## src/rtl/bitrev_sample_writer.sv

```systemverilog
`timescale 1ns/1ps
// Streams one frame of 2**LOG2N samples into FFT RAM at bit-reversed addresses.
// Write lands one cycle after each accept; sample_ready stalls the source outside LOAD.
module bitrev_sample_writer #(
    parameter int LOG2N = 4,
    parameter int DW    = 16
) (
    input  logic             Clk,
    input  logic             reset,
    input  logic             start,
    input  logic [DW-1:0]    sample_in,
    input  logic             sample_valid,
    output logic             sample_ready,
    output logic             wr_en,
    output logic [LOG2N-1:0] wr_addr,
    output logic [DW-1:0]    wr_data,
    output logic             busy,
    output logic             tc
);

    localparam logic [LOG2N-1:0] LAST = '1;

    typedef enum logic [1:0] {
        IDLE = 2'd0,
        LOAD = 2'd1,
        DONE = 2'd2
    } state_t;

    state_t           state;
    state_t           state_nxt;
    logic [LOG2N-1:0] cnt;
    logic             accept;
    logic             last_accept;

    function automatic logic [LOG2N-1:0] bitrev(input logic [LOG2N-1:0] i);
        logic [LOG2N-1:0] r;
        r = '0;
        for (int b = 0; b < LOG2N; b++) begin
            r[b] = i[LOG2N-1-b];
        end
        return r;
    endfunction

    assign accept      = sample_valid & sample_ready;
    assign last_accept = accept & (cnt == LAST);

    always_ff @(posedge Clk or posedge reset) begin
        if (reset) begin
            state <= IDLE;
        end else begin
            state <= state_nxt;
        end
    end

    always_comb begin
        state_nxt    = state;
        sample_ready = 1'b0;
        busy         = 1'b0;
        case (state)
            IDLE: begin
                if (start) begin
                    state_nxt = LOAD;
                end
            end
            LOAD: begin
                sample_ready = 1'b1;
                busy         = 1'b1;
                if (sample_valid && (cnt == LAST)) begin
                    state_nxt = DONE;
                end
            end
            DONE: begin
                // Final write and tc are on the registered outputs this cycle.
                busy      = 1'b1;
                state_nxt = IDLE;
            end
            default: begin
                state_nxt = IDLE;
            end
        endcase
    end

    always_ff @(posedge Clk or posedge reset) begin
        if (reset) begin
            cnt     <= '0;
            wr_en   <= 1'b0;
            wr_addr <= '0;
            wr_data <= '0;
            tc      <= 1'b0;
        end else begin
            wr_en <= accept;
            tc    <= last_accept;
            if (accept) begin
                wr_data <= sample_in;
                wr_addr <= bitrev(cnt);
                cnt     <= cnt + 1'b1;
            end else if ((state == IDLE) && start) begin
                cnt <= '0;
            end
        end
    end

endmodule

```

## config.mk

```make
export PLATFORM = sky130hd
export DESIGN_NAME = bitrev_sample_writer
export DESIGN_NICKNAME = d
export VERILOG_FILES = /design/src/rtl/bitrev_sample_writer.sv
export SDC_FILE = /design/constraint.sdc
export NUM_CORES = 1
export LEC_CHECK = 0
export ABC_AREA = 1
export BUFFER_PORTS_ARGS = -buffer_cell sky130_fd_sc_hd__clkbuf_2
export CAP_MARGIN = 30
export CORE_ASPECT_RATIO = 2
export CORE_MARGIN = 2
export CORE_UTILIZATION = 30
export DETAILED_ROUTE_END_ITERATION = 8
export PLACE_DENSITY = 0.58
export SYNTH_ARGS = -nofsm -noshare
export SYNTH_HDL_FRONTEND = slang
export SYNTH_SLANG_ARGS = --single-unit
```

## constraint.sdc

```tcl
create_clock -name Clk -period 3.6 [get_ports Clk]
set_input_delay 0.54 -clock Clk [delete_from_list [all_inputs] [get_ports Clk]]
set_output_delay 0.54 -clock Clk [all_outputs]
set_load 0.005 [all_outputs]
```

==> qor.txt <==
via count: 939
top_reg_cell synth: dfrtp_1
GR Overflow Total: 0
Root Buffer: clkbuf_8
Setup Fix Bufs, Post-CTS: 0
ANT cells: 0
post-layout min period: 1.90 ns
IR drop worst, VDD: 0.000317 V
Synth area leaders: dfrtp_1, nand2_1, ha_1, inv_1, nand3_1
Total Power: 1120 uW
Distinct cells, synth: 17
CTS resizes: 0
hpwl dp: 1710 um
Post-synth EDFFs: 0
CTS Buffer Depth: 2
FFs w/ async S/R, synth: 100%
net load switching power: 373 uW
Core ar.: 3760 um^2
GR Util All Layers: 11.5%
TritonCTS Buffers: 3
Die Ht: 91.9 um
top post-synthesis cells by count: nand2_1, dfrtp_1, inv_1
power per cell area: 741 nW/um^2
combinational power share: 32.7%
Max Slew Vio Count: 0
relative slew slack: 64.9%
Syn Inst Count: 129
final-report hold violation count: 0
Post-Synth Simple-Gate Area: 27.0%
Synth Area in XOR/XNOR: 0%
Clk pwr share: 22.2%
largest family of logic cells by synthesized area: simple AND/OR/NAND/NOR gates
Mean Syn Cell Area: 8.99 um^2
Sink Count: 28
part of the power in registers: 45.1%
Critical Path RT: 3.81 ns
status: complete, no violations
Hold Path Class: primary input to async pin
flop-to-flop setup slack: 1.70 ns
fraction of layout cells with a size suffix above 1: 30.6%
Post-Synth Adder-Cell Area: 4.31%
Final TNS setup: 0 ns
switching part of the total: 33.4%
Vias/cell: 4.19
Post-Syn Area: 1160 um^2
worst path cell trace: inv_1 -> ha_1 -> nand2_2 -> inv_2 -> nand2_1 -> nor2_2 -> nand2_1 -> o21ai_1
largest net degree at the start of global routing: 29
CTS H-Tree Depth: 1
routed wire length: 2330 um
# rows: 32
Yosys top cell by area: dfrtp_1
first-pass GRT wire length: 3820 um
WP data arrival: 2.11 ns
CTS tree: yes
filler cell count: 440
Area Overhead vs Synth: 30.1%
initial antenna violation count: 0
max incr delay on CP: 0.42 ns
crit path from: state[1]
RSZ-0062 raised after global routing: no
Max-Cap Viols: 0
vias in the first global route: 871
Synth top area share: 60.4%
register bit total from synthesis: 28
drt first pass iters: 4
DR DRC count: 0
internal power: 745 uW
clk_skew: 0.00364 ns
# port buffers: 43
CP dominant cell by count: nand2_1
DIE AREA: 4410 um^2
Clk Latency, worst-skew pair: 0.28 ns
syn_nets: 153
io pins: 44
Starting Density: 30.8%
die width: 48.0 um
CP max FO: 28
Leak: 0.000856 uW
clock transition at the registers of the reported paths: 0.10 ns
GPL Wtd Cong: 0.681
Post-layout nets: 198
remaining antenna violation count: 0
critical path type: flip-flop to flip-flop
Compound-Gate Fraction of Synth Area: 3.56%
Worst setup EP type: flip-flop
Slowest cell on crit path: inv_2
mux share of post-synthesis cell area: 0%
max frequency: 526 MHz
Initial DRC Count: 32
Seq/Total Area, Yosys: 60.4%
startpoint types: flip-flop
endpoints failing setup: 0
Post-CTS Hold Buffers: 0
Worst Max-Slew Pin Slew: 0.525 ns
fin crit share: 52.8%
most frequent cell after synthesis: nand2_1
Ys Warns: 0
WL per Instance: 10.4 um
Crit Reg-Reg Startpoint: state[1]
critical path, delay by kind of cell, from the launching register on:
family	cells	cell delay, ns
buf+inv	2	0.52
flops	1	0.39
compound gates	1	0.06
simple gates	4	0.64
fa+ha+maj	1	0.21
logic make-up (layout without fill, tap and decap cells):
group,after synthesis,count (layout)
AO/OA/AOI/OAI,7,7
buffers and inverters,11,55
AND/OR/NAND/NOR,79,79
flip-flops,28,28
adder cells (fa/ha/maj),4,4
sequential cells by signal, indices dropped and copies added, names as in the netlist:
signal / flops
cnt: 4
state: 2
tc: 1
wr_addr: 4
wr_data: 16
wr_en: 1
power groups by stage:
| stage | sequential (uW) | combinational (uW) | clock, uW |
|---|---|---|---|
| after floorplan | 515 | 209 | 0 |
| after global placement | 512 | 364 | 0 |
| after detailed placement | 512 | 374 | 0 |
| after CTS | 507 | 376 | 258 |
| after global routing | 523 | 422 | 273 |
| final | 505 | 365 | 248 |
layout make-up:
type | count | area, um^2 | area share (%)
Sequential cell | 28 | 701 | 46.4
Multi-Input combinational cell | 90 | 404 | 26.8
Timing Repair Buffer | 44 | 243 | 16.1
Tap cell | 51 | 63.8 | 4.23
Clock buffer | 3 | 41.3 | 2.74
Clock inverter | 1 | 30.0 | 1.99
Inverter | 7 | 26.3 | 1.74
placed cells by master (no fill, tap or decap), types with 2 or more instances in the layout:
cell type,instances
inv_1,6
clkbuf_8,3
nand3_1,4
o21ai_0,2
o21ai_1,3
clkbuf_2,43
nand2_1,71
ha_1,4
dfrtp_1,28
metal layers:
metal | vias up | GRT usage (%) | share of wire (%)
li1 | 480 | - | -
met1 | 423 | 16.3 | 47
met2 | 34 | 17.3 | 47
met3 | 2 | 1.77 | 5.4
met4 | 0 | 4.05 | 1.2
met5 | - | 0 | 0
through the flow:
step	worst slack, ns	util, %	instances	hold slack, ns	instance area, um^2
2_1_floorplan	2.37	-	129	0.442	1160
3_3_place_gp	1.78	37.5	219	0.458	1410
3_5_place_dp	1.71	38.2	220	0.465	1440
4_1_cts	1.68	40.1	224	0.192	1510
5_1_grt	1.53	40.1	224	0.201	1510
6_report	1.70	40.1	224	0.189	1510
final timing paths:
path	to	cells after the start
setup / recovery	cnt[3]	8
hold / removal	wr_data[14]	2
setup reg to reg	cnt[3]	8
hold reg to reg	state[1]	2
max in group asynchronous	wr_data[8]	3
min in group Clk	wr_data[9]	3
No activity file was read; power rests on OpenSTA's default activity.
